===== src/rtl/fan_speed_ctrl.sv =====
// -----------------------------------------------------------------------------
// fan_speed_ctrl
//
// Purpose:
//   Temperature-driven fan controller. Each valid temperature sample can move
//   a five-level state machine (OFF/LOW/MED/HIGH/ALARM). Moves up take effect
//   at once and may skip levels. Moves down go one level at a time and only
//   once the temperature is HYST degrees below the on-threshold of the
//   current level. Each level has a target duty. The registered speed output
//   slews toward that target by at most STEP every RAMP_DIV cycles. The one
//   exception is entry into ALARM, which forces full speed immediately.
//
// Ports:
//   clk        in   1  clock, all state updates on the rising edge
//   arst       in   1  asynchronous reset, active low
//   temp_valid in   1  qualifies temp for one cycle
//   temp       in   8  unsigned temperature sample (degrees C)
//   speed      out  8  registered duty value for the downstream PWM stage
//   level      out  3  registered level code: OFF=0 LOW=1 MED=2 HIGH=3 ALARM=4
//   alarm      out  1  high while level is ALARM
//   at_target  out  1  high when speed equals the target of the current level
// -----------------------------------------------------------------------------
module fan_speed_ctrl #(
  parameter int T_LOW    = 25,
  parameter int T_MED    = 30,
  parameter int T_HIGH   = 35,
  parameter int T_ALARM  = 45,
  parameter int HYST     = 2,
  parameter int SPD_LOW  = 64,
  parameter int SPD_MED  = 128,
  parameter int SPD_HIGH = 192,
  parameter int RAMP_DIV = 4,
  parameter int STEP     = 8
) (
  input  logic       clk,
  input  logic       arst,
  input  logic       temp_valid,
  input  logic [7:0] temp,
  output logic [7:0] speed,
  output logic [2:0] level,
  output logic       alarm,
  output logic       at_target
);

  // ---------------------------------------------------------------------------
  // Elaboration-time parameter sanity checks
  // ---------------------------------------------------------------------------
  if (!(HYST >= 0 && HYST < T_LOW && T_LOW < T_MED && T_MED < T_HIGH &&
        T_HIGH < T_ALARM && T_ALARM <= 255)) begin : g_bad_thresholds
    $error("fan_speed_ctrl: thresholds must satisfy 0 <= HYST < T_LOW < T_MED < T_HIGH < T_ALARM <= 255");
  end

  if (!(SPD_LOW >= 0 && SPD_LOW <= 255 && SPD_MED >= 0 && SPD_MED <= 255 &&
        SPD_HIGH >= 0 && SPD_HIGH <= 255)) begin : g_bad_speeds
    $error("fan_speed_ctrl: level speeds must fit in 8 bits");
  end

  if (!(RAMP_DIV >= 1 && STEP >= 1 && STEP <= 255)) begin : g_bad_ramp
    $error("fan_speed_ctrl: RAMP_DIV must be >= 1 and STEP must be in 1..255");
  end

  // ---------------------------------------------------------------------------
  // Constants
  // ---------------------------------------------------------------------------
  typedef enum logic [2:0] {
    LVL_OFF   = 3'd0,
    LVL_LOW   = 3'd1,
    LVL_MED   = 3'd2,
    LVL_HIGH  = 3'd3,
    LVL_ALARM = 3'd4
  } level_e;

  localparam int CNT_W = (RAMP_DIV > 1) ? $clog2(RAMP_DIV) : 1;
  localparam logic [CNT_W-1:0] CNT_LAST = CNT_W'(RAMP_DIV - 1);

  localparam logic [7:0] STEP_8  = 8'(STEP);
  localparam logic [7:0] HYST_8  = 8'(HYST);
  localparam logic [7:0] SPD_L_8 = 8'(SPD_LOW);
  localparam logic [7:0] SPD_M_8 = 8'(SPD_MED);
  localparam logic [7:0] SPD_H_8 = 8'(SPD_HIGH);

  // On-thresholds packed low level first: byte 0 = LOW ... byte 3 = ALARM.
  localparam logic [31:0] ON_PACK = {8'(T_ALARM), 8'(T_HIGH), 8'(T_MED), 8'(T_LOW)};

  // ---------------------------------------------------------------------------
  // State
  // ---------------------------------------------------------------------------
  level_e           state_reg, state_next;
  logic [7:0]       speed_reg, speed_next;
  logic [CNT_W-1:0] ramp_cnt_reg, ramp_cnt_next;

  // ---------------------------------------------------------------------------
  // Threshold comparators: above_on[gi] is set when temp reaches the
  // on-threshold of level gi+1.
  // ---------------------------------------------------------------------------
  logic [3:0] above_on;

  for (genvar gi = 0; gi < 4; gi++) begin : g_on_cmp
    assign above_on[gi] = (temp >= ON_PACK[gi*8 +: 8]);
  end

  // Highest level whose on-threshold is reached. The thresholds are strictly
  // increasing, so above_on is a thermometer code. Scanning from the top
  // keeps the result correct even so.
  level_e up_level;

  always_comb begin
    up_level = LVL_OFF;
    if (above_on[3]) begin
      up_level = LVL_ALARM;
    end else if (above_on[2]) begin
      up_level = LVL_HIGH;
    end else if (above_on[1]) begin
      up_level = LVL_MED;
    end else if (above_on[0]) begin
      up_level = LVL_LOW;
    end
  end

  // The down threshold for the current level is its on-threshold minus HYST.
  // Because HYST < T_LOW, this cannot underflow for any level above OFF.
  // In OFF the value is never consulted.
  logic [7:0] on_cur;
  logic [7:0] down_thr;

  always_comb begin
    on_cur = 8'd0;
    case (state_reg)
      LVL_LOW:   on_cur = ON_PACK[7:0];
      LVL_MED:   on_cur = ON_PACK[15:8];
      LVL_HIGH:  on_cur = ON_PACK[23:16];
      LVL_ALARM: on_cur = ON_PACK[31:24];
      default:   on_cur = 8'd0;
    endcase
  end

  assign down_thr = on_cur - HYST_8;

  // ---------------------------------------------------------------------------
  // Level FSM next-state logic
  // ---------------------------------------------------------------------------
  always_comb begin
    state_next = state_reg;
    if (temp_valid) begin
      if (up_level > state_reg) begin
        state_next = up_level;
      end else if ((state_reg != LVL_OFF) && (temp < down_thr)) begin
        state_next = level_e'(state_reg - 3'd1);
      end
    end
  end

  // ---------------------------------------------------------------------------
  // Target speed of the registered level
  // ---------------------------------------------------------------------------
  logic [7:0] target_val;

  always_comb begin
    target_val = 8'd0;
    case (state_reg)
      LVL_LOW:   target_val = SPD_L_8;
      LVL_MED:   target_val = SPD_M_8;
      LVL_HIGH:  target_val = SPD_H_8;
      LVL_ALARM: target_val = 8'd255;
      default:   target_val = 8'd0;
    endcase
  end

  // ---------------------------------------------------------------------------
  // Speed ramp
  // The step is min(STEP, |target - speed|), so the final step lands exactly
  // on the target and can never wrap past 0 or 255. Direction is decided
  // again at every step. A target change in mid-ramp therefore only changes
  // the direction, and the counter phase is left alone.
  // ---------------------------------------------------------------------------
  logic [7:0] diff;
  logic [7:0] step_amt;
  logic       ramp_up;

  assign ramp_up  = (target_val > speed_reg);
  assign diff     = ramp_up ? (target_val - speed_reg) : (speed_reg - target_val);
  assign step_amt = (diff < STEP_8) ? diff : STEP_8;

  always_comb begin
    speed_next    = speed_reg;
    ramp_cnt_next = ramp_cnt_reg;
    if ((state_next == LVL_ALARM) && (state_reg != LVL_ALARM)) begin
      // Entering ALARM: jump straight to full speed.
      speed_next    = 8'd255;
      ramp_cnt_next = '0;
    end else if (speed_reg == target_val) begin
      ramp_cnt_next = '0;
    end else if (ramp_cnt_reg == CNT_LAST) begin
      ramp_cnt_next = '0;
      speed_next    = ramp_up ? (speed_reg + step_amt) : (speed_reg - step_amt);
    end else begin
      ramp_cnt_next = ramp_cnt_reg + 1'b1;
    end
  end

  // ---------------------------------------------------------------------------
  // Registers
  // ---------------------------------------------------------------------------
  always_ff @(posedge clk or negedge arst) begin
    if (!arst) begin
      state_reg    <= LVL_OFF;
      speed_reg    <= 8'd0;
      ramp_cnt_reg <= '0;
    end else begin
      state_reg    <= state_next;
      speed_reg    <= speed_next;
      ramp_cnt_reg <= ramp_cnt_next;
    end
  end

  // ---------------------------------------------------------------------------
  // Outputs
  // at_target depends only on registered values. In reset both speed and
  // the OFF target are 0, so at_target reads 1.
  // ---------------------------------------------------------------------------
  assign speed     = speed_reg;
  assign level     = state_reg;
  assign alarm     = (state_reg == LVL_ALARM);
  assign at_target = (speed_reg == target_val);

endmodule


===== config.mk =====
export PLATFORM = sky130hd
export DESIGN_NAME = fan_speed_ctrl
export DESIGN_NICKNAME = d
export VERILOG_FILES = /design/src/rtl/fan_speed_ctrl.sv
export SDC_FILE = /design/constraint.sdc
export NUM_CORES = 1
export LEC_CHECK = 0
export CORE_MARGIN = 2
export CORE_UTILIZATION = 25
export DETAILED_ROUTE_END_ITERATION = 8
export GPL_TIMING_DRIVEN = 0
export SLEW_MARGIN = 30
export SYNTH_ARGS = -nofsm -noshare
export SYNTH_HDL_FRONTEND = slang
export SYNTH_SLANG_ARGS = --single-unit

===== constraint.sdc =====
create_clock -name clk -period 11.81 [get_ports clk]
set_input_delay 2.362 -clock clk [delete_from_list [all_inputs] [get_ports clk]]
set_output_delay 2.362 -clock clk [all_outputs]
set_load 0.01 [all_outputs]

* Word level (Yosys, flattened, before mapping) *
Cells that the tools add are included.

cells by class
  $add $sub $neg = 7
  $lt $le $gt $ge = 8
  eq/ne operators = 9
  multiplexer cells = 18
  reductions and logical operators = 5

operator list
  cell                                                                          number
  8-bit 2-to-1 mux                                                              6
  8-bit one-hot mux with 4 select lines                                         1
  6-bit one-hot mux with 4 select lines                                         1
  8-bit subtractor                                                              3
  8-bit by 5-bit >= comparator with 1-bit output, second input constant         2
  8-bit by 6-bit >= comparator with 1-bit output, second input constant         2
  3-bit 2-to-1 mux                                                              4
  2-bit 2-to-1 mux                                                              5
  8-bit adder                                                                   1
  8-bit equality test                                                           1
  8-bit > comparator                                                            1
  8-bit by 4-bit less-than comparator with 1-bit output, second input constant  1
  8-bit less-than comparator                                                    1
  8-bit by 2-bit subtractor with 8-bit output, second input constant            1
  3-bit by 2-bit equality test with 1-bit output, second input constant         2
  3-bit equality test, second input constant                                    2
  3-bit by 1-bit equality test with 1-bit output, second input constant         1
  3-bit > comparator                                                            1
  3-bit inequality test, second input constant                                  1
  3-bit nonzero test                                                            1
  3-bit by 1-bit subtractor with 3-bit output, second input constant            1
  2-bit by 1-bit adder with 2-bit output, second input constant                 1
  2-bit equality test, second input constant                                    1
  1-bit logical AND                                                             2
  4 further kinds                                                               4

word-level totals
  flip-flop bits (word level) = 13
  logic and storage cells = 50

* Logic depth before layout (Yosys ltp) *
Gate-level depths: netlist of run 1.

  depth after elaboration = 12
  gate-level depth with buffers = 28
  depth with buffers taken out = 27

* Least setup slack after synthesis of run 1 *
No wires, ideal clock.

  kind = register -> register
  from = register state_reg[0] (netlist: level[0])
  to = register speed_reg[7] (netlist: speed[7])
  data arrival time = 5.369 ns
  required time = 11.679 ns
  slack = 6.311 ns
  stages on the path, launching flop included = 29
  clock period less this slack = 5.499 ns
  cells stage by stage = dfrtp_1 inv_1 ha_1 nand2_1 inv_1 ha_1 buf_4 nand4_1 or2_1 buf_6 o21ai_2 buf_6 mux2i_1 xnor2_1 nand2_1 nor2_1 nand2_1 ha_1 a21oi_1 ha_1 nor2b_1 o21a_1 o211ai_1 nand3_1 nand2_1 nor3_1 a221oi_1 a21o_1 nand3_1

between the ends
  word-level cells in the longest chain between the ends = 12

ends and longest elaborated chain
  item                                                                       RTL line  RTL
  start: declaration                                                         88        level_e state_reg, state_next;
  start signal: assignment                                                   210       state_reg <= state_next;
  3-bit equality test (*)                                                    -
  named net alarm                                                            41        output logic alarm,
  parallel branches: the longest is 11 deep, another holds 8-bit subtractor  -
  end signal: assignment                                                     211       speed_reg <= speed_next;
  end: declaration                                                           89        logic [7:0] speed_reg, speed_next;

Mark *: on every way through the listed nets, which the timed path passes. The select of a mux whose other input is x is not followed.
A chain may end at the register's enable or synchronous reset.

* Final worst setup path of run 1 *
  from = register state_reg[0] (netlist: level[0])
  to = register speed_reg[7] (netlist: speed[7])

between the ends
  word-level cells in the longest chain between the ends = 12

ends and longest elaborated chain
  item
  parallel branches: the longest is 12 deep, another holds 8-bit subtractor

Parallel ways; which one is timed is not known. The select of a mux whose other input is x is not followed.

==> results.md, run 1 <==
* Worst-path fanout max at 10
* Site row count at 33
* Total wire length at 5284 um
* CTS tree: built
* Most frequent cells in the layout: ha_1, nand2_1, inv_1
* Synth-to-Final Area Change at 18.78%
* Worst min path class: flop to flop
* CP delay by family, top: simple AND/OR/NAND/NOR gates
* Root buffer cell: clkbuf_8
* Placed cell count at 404
* Vias per inst at 5.029
* Vias in the first global route at 2,012
* Routed len/inst at 12.95 um
* Max stage delay on crit path at 480 ps
* Adder-Cell Fraction of Synth Area at 25.88%
* Count of nets after finishing at 358
* GRT overflow at 0
* Die Area at 9424 um^2
* Postcts setup bufs at 0
* Final setup violation count at 0
* Fmax at 158.0 MHz
* Routed wl met2 at 2550 um
* TritonRoute pass-1 iters at 4
* RSZ-0062 raised after global routing: no
* Clk sinks at 13
* Synth Area in XOR/XNOR at 4.853%
* # diodes at 0
* Top sig layer: met4
* Longest Clk Path Bufs at 2
* Final worst path period need at 6328 ps
* # DRC at 0
* Status: finished clean
* Post-synthesis compound-gate area fraction at 22.76%
* Syn nets at 330
* TritonCTS Buffers at 3
* Largest net degree at the start of global routing at 14
* Routed wl met3 at 80 um
* CP max stage cell: dfrtp_1
* Worst setup EP type: flop
* Worst-Skew Late Latency at 240 ps
* Post-CTS Resized at 0
* Simple-gate portion of the synthesized area at 22.65%
* CTS H-tree lvls at 1
* Max reg flops at 8
* Post-route ant nets at 0
* Chip width at 97.08 um
* Mux contribution to synthesized area at 2.369%
* Gp weighted congestion at 0.8337
* Number of synthesized flops with an enable pin at 0
* 1st-iter DRT viols at 133
* Commonest non-fill, non-tap cell in the layout: ha_1
* Largest family of logic cells by synthesized area: adder cells
* Synthesized area per cell at 7.847 um^2
* Required @ worst endpoint at 11,930 ps
* Startpoint type of the worst setup path: flop
* Synthesis Warnings at 0
* Actual slew at the worst max-slew pin at 676.1 ps
* Sequential share of the synthesized area at 15.02%
* IO Count at 24
* Top_reg_cell synth: dfrtp_1
* Post-CTS Hold Buffers at 0
* CP Class: flop to flop
* Cells after Synth at 276
* Dpl hpwl at 4253 um
* Die Ht at 97.08 um
* First-pass GRT wire length at 9218 um
* DR vias at 2,052
* Clock skew at 3.744 ps
* Endpoints failing hold at 0
* Synthesized cell area at 2166 um^2
* Async set or reset register ratio after synthesis at 100.0%
* Finished Layout Cells at 408
* Initial Util at 26.10%
* CP bufs+invs at 5
* Period utilization at 53.58%
* Met1 wire length at 2580 um
* Max Cap Violations at 0
* Initial antenna violation count at 0
* Port Buffers at 23
* Clock transition at the registers of the reported paths at 60 ps
* Post-synthesis register bit count at 13
* Layout cell share with drive strength beyond 1 at 4.290%
* Number of distinct library cells after synthesis at 50
* Critical path arrival at 6440 ps
* Setup TNS Final at 0 ps
* Slew Limit Headroom at 54.93%
* Pins Over Slew Limit at 0
* Core box area at 8299 um^2
* GR Util All Layers at 11.33%
==> cells in the mapped netlist (3+ instances only) <==
library cell	instances	area share, %
a21o_1	6	2.1
a21oi_1	17	3.9
a221oi_1	4	1.6
a31oi_1	5	1.4
dfrtp_1	13	15
fa_1	3	2.8
ha_1	40	23
inv_1	24	4.2
mux2i_1	4	1.8
nand2_1	33	5.7
nand3_1	11	2.5
nand4_1	4	1.2
nor2_1	20	3.5
nor2b_1	4	1.2
nor3_1	11	2.5
o211ai_1	10	3.5
o21a_1	7	2.4
o21ai_0	6	1.4
or3_1	3	0.87
xnor2_1	8	3.2
xor2_1	4	1.6
==> metrics by stage <==
step | util [%] | worst slack [ps] | instance area (um^2) | hold slack (ps)
after floorplan | - | 6311 | 2166 | 418.9
after global placement | 30.45 | 5607 | 2527 | 425.0
after detailed placement | 30.45 | 5510 | 2527 | 437.1
after CTS | 31.00 | 5485 | 2572 | 445.3
after global routing | 31.00 | 4812 | 2572 | 471.1
final | 31.00 | 5482 | 2572 | 437.1
==> logic make-up (layout without fill, tap and decap cells) <==
| group | after synthesis | count (layout) |
|---|---|---|
| AO/OA/AOI/OAI | 71 | 71 |
| XOR/XNOR | 12 | 12 |
| adder cells (fa/ha/maj) | 43 | 43 |
| buffers and inverters | 31 | 58 |
| flip-flops | 13 | 13 |
| multiplexers | 5 | 5 |
| AND/OR/NAND/NOR | 101 | 101 |
==> worst reg2reg max path: cells and delay by family, from the launching register on <==
| kind | cells | cell delay [ps] |
|---|---|---|
| and+or+nand+nor | 11 | 1890 |
| AOI/OAI and AO/OA | 6 | 1310 |
| adders and majority gates | 4 | 1210 |
| buffers and inverters | 5 | 910 |
| DFF | 1 | 480 |
| muxes | 1 | 230 |
| xor gates and xnor gates | 1 | 180 |
==> per-layer routing <==
metal  vias to the layer above  track usage (%)
met5                         -                0
met4                         0            2.709
met3                         9           0.7194
met2                        25            20.30
met1                       960            14.85
li1                       1058                -
==> final cells by class <==
cell class | count | area [um^2]
Inverter | 24 | 90.09
Multi-Input combinational cell | 232 | 1700
Clock buffer | 4 | 45.04
Buffer | 7 | 50.05
Fill cell | 852 | 5727
Sequential cell | 13 | 325.3
Tap cell | 105 | 131.4
Timing Repair Buffer | 23 | 230.2
==> worst paths after layout <==
kind	to	slack, ps	depth (start not counted)	startpoint
worst min register to register	ramp_cnt_reg[0]	440	1	ramp_cnt_reg[0]
max in group asynchronous	speed[7]	8910	1	arst
worst max-delay path	speed[7]	5480	28	level[0]
min in group asynchronous	speed[3]	2500	1	arst
worst min-delay path	ramp_cnt_reg[0]	440	1	ramp_cnt_reg[0]
worst max register to register	speed[7]	5480	28	level[0]
Power of run 1 is not shown: default switching activity piles up to over one toggle a cycle in this logic, so the estimate is an artifact.
==> run 2, diff against run 1 <==
==> constraint.sdc (replaced) <==
create_clock -name clk -period 5.25 [get_ports clk]
set_input_delay 1.05 -clock clk [delete_from_list [all_inputs] [get_ports clk]]
set_output_delay 1.05 -clock clk [all_outputs]
set_load 0.01 [all_outputs]
==> run 2 against run 1 <==
  * The run now ends with setup timing left
  * Register-to-register slack got worse by 5500 ps
  * Design area rose by 16%
  * Die area did not move
  * Maximum frequency rose by 19%
  * Final cell count rose by 5.1%
  * Highest routed layer unchanged
==> results.md, run 2 (synthesis results as in run 1) <==
* Status: finished, violations left
* Failing checks: setup timing
* # DRC at 0 (unchanged)
* CTS tree: built
* TritonCTS Buffers at 3 (unchanged)
* Count of nets after finishing at 379 (+5.9%)
* TritonRoute pass-1 iters at 4 (unchanged)
* Site row count at 33 (unchanged)
* Critical path arrival at 5480 ps (-960 ps)
* Die Ht at 97.08 um (unchanged)
* CTS H-tree lvls at 1 (unchanged)
* 1st-iter DRT viols at 87 (-35%)
* Root buffer cell: clkbuf_8
* Vias per inst at 5.063 (+0.67%)
* Port Buffers at 23 (unchanged)
* IO Count at 24 (unchanged)
* First-pass GRT wire length at 9556 um (+3.7%)
* Clk sinks at 13 (unchanged)
* Max stage delay on crit path at 480 ps (about the same)
* Pins Over Slew Limit at 0 (unchanged)
* Core box area at 8299 um^2 (unchanged)
* Placed instance area at 2539 um^2 (+0.45%)
* Post-route cell area at 2975 um^2 (+16%)
* DR vias at 2,172 (+5.8%)
* Largest net degree at the start of global routing at 14 (unchanged)
* GR Util All Layers at 11.63% (+0.31 points)
* Required @ worst endpoint at 5430 ps (-6500 ps)
* Post-layout util at 35.85% (+4.9 points)
* Die Area at 9424 um^2 (unchanged)
* Total wire length at 5631 um (+6.6%)
* Max Cap Violations at 0 (unchanged)
* Endpoints failing hold at 0 (unchanged)
* Initial antenna violation count at 0 (unchanged)
* Clock transition at the registers of the reported paths at 60 ps (about the same)
* Dpl hpwl at 4221 um (-0.76%)
* Initial Util at 26.10% (unchanged)
* Fmax at 188.4 MHz (+19%)
* Chip width at 97.08 um (unchanged)
* Final worst path period need at 5307 ps (-1020 ps)
* Worst min path class: flop to flop
* Max reg flops at 8 (unchanged)
* Clock skew at 3.425 ps (-0.3187 ps)
* Worst-Skew Late Latency at 240 ps (about the same)
* Gp weighted congestion at 0.8669 (+4.0%)
* Synth-to-Final Area Change at 37.38%
* Layout cell share with drive strength beyond 1 at 23.77% (+19 points)
* Slew Limit Headroom at 55.16% (+0.24 points)
* CP Class: flop to flop
* Actual slew at the worst max-slew pin at 672.6 ps (-3.545 ps)
* Final setup violation count at 1 (+1)
* CP max stage cell: dfrtp_2
* Cell mode on critical path: ha_4
* Startpoint type of the worst setup path: flop
* Final worst slack at -57.43 ps (-5540 ps)
* Post-route ant nets at 0 (unchanged)
* Worst setup EP type: flop
* RSZ-0062 raised after global routing: yes
* Period utilization at 101.1% (+48 points)
* Routed len/inst at 13.13 um (+1.4%)
* Worst-path fanout max at 5 (-5)
* Fillers at 827 (-2.9%)
* Most frequent cells in the layout: ha_1, nand2_1, buf_4
* CP delay by family, top: simple AND/OR/NAND/NOR gates
* Commonest non-fill, non-tap cell in the layout: ha_1
* CP bufs+invs at 2 (-3)
* Longest Clk Path Bufs at 2 (unchanged)
* GRT overflow at 0 (unchanged)
* Worst hold margin at 445.8 ps (+8.675 ps)
* # diodes at 0 (unchanged)
* Vias in the first global route at 2,062 (+2.5%)
-- run 2: repair_timing --
| item | 4_1_cts | 5_1_grt |
|---|---|---|
| setup endpoints to repair | 3 | 2 |
| buffers inserted | 14 | 8 |
| gates resized for setup | 31 | 25 |
| pin swaps | 17 | 25 |
| hold buffers | 0 | 0 |
-- run 2: per-stage QoR --
stage	worst slack (ps)	setup TNS [ps]	cells
6_report	-57.43	-57.43	429
5_1_grt	-351.5	-399.1	429
4_1_cts	6.168	0	422
3_5_place_dp	-623.3	-999.7	404
3_3_place_gp	-576.8	-929.7	404
2_1_floorplan	0.3935	0	276
-- run 2: worst register-to-register path, stage by stage (launching register included) --
cell and delay, ps:
dfrtp_2 480, ha_4 190, or3_4 400, nand2_4 80, inv_2 40, ha_4 260, nand4_1 150, or2_4 310
o21ai_4 70, buf_6 140, mux2i_2 240, xnor2_1 190, nand2_2 140, or3_4 410, ha_4 280, a21oi_4 50
ha_1 300, nor2b_4 120, o21a_1 180, o211ai_1 210, nand3_1 160, a21oi_2 170, nand4_1 110, mux2_4 290
a21o_1 180, nand3_1 70
-- run 2: layout make-up --
| type | count | area [um^2] | area share (%) |
|---|---|---|---|
| buffer | 6 | 42.54 | 1.430 |
| clock buffer | 4 | 45.04 | 1.514 |
| inverter | 24 | 100.1 | 3.364 |
| multi-input combinational | 232 | 1928 | 64.80 |
| sequential | 13 | 329.1 | 11.06 |
| tap | 105 | 131.4 | 4.415 |
| timing repair buffer | 45 | 399.1 | 13.41 |
-- run 2: worst paths after layout --
path	from	end	slack [ps]	depth (start not counted)
worst max-delay path	level[0]	speed[7]	-60	25
worst min-delay path	ramp_cnt_reg[0]	ramp_cnt_reg[0]	450	1
worst max register to register	level[0]	speed[7]	-60	25
worst min register to register	ramp_cnt_reg[0]	ramp_cnt_reg[0]	450	1
max in group asynchronous	arst	level[2]	3630	1
min in group asynchronous	arst	speed[6]	1190	1
-- run 2: layer usage --
layer	GRT usage, %	part of all wire (%)
met5	0	0
met4	3.575	1.2
met3	0.7194	1.7
met2	19.07	48
met1	16.39	49
Power of run 2 is left out for the same reason.
==> run 3, diff against run 2 <==
--- a/config.mk
+++ b/config.mk
@@ -9,6 +9,7 @@
 export CORE_UTILIZATION = 25
 export DETAILED_ROUTE_END_ITERATION = 8
 export GPL_TIMING_DRIVEN = 0
+export SKIP_LAST_GASP = 1
 export SLEW_MARGIN = 30
 export SYNTH_ARGS = -nofsm -noshare
 export SYNTH_HDL_FRONTEND = slang
==> results of run 3 <==
Final layout, timing and power as in run 2 (identical DEF).
Power of run 3 is left out for the same reason.
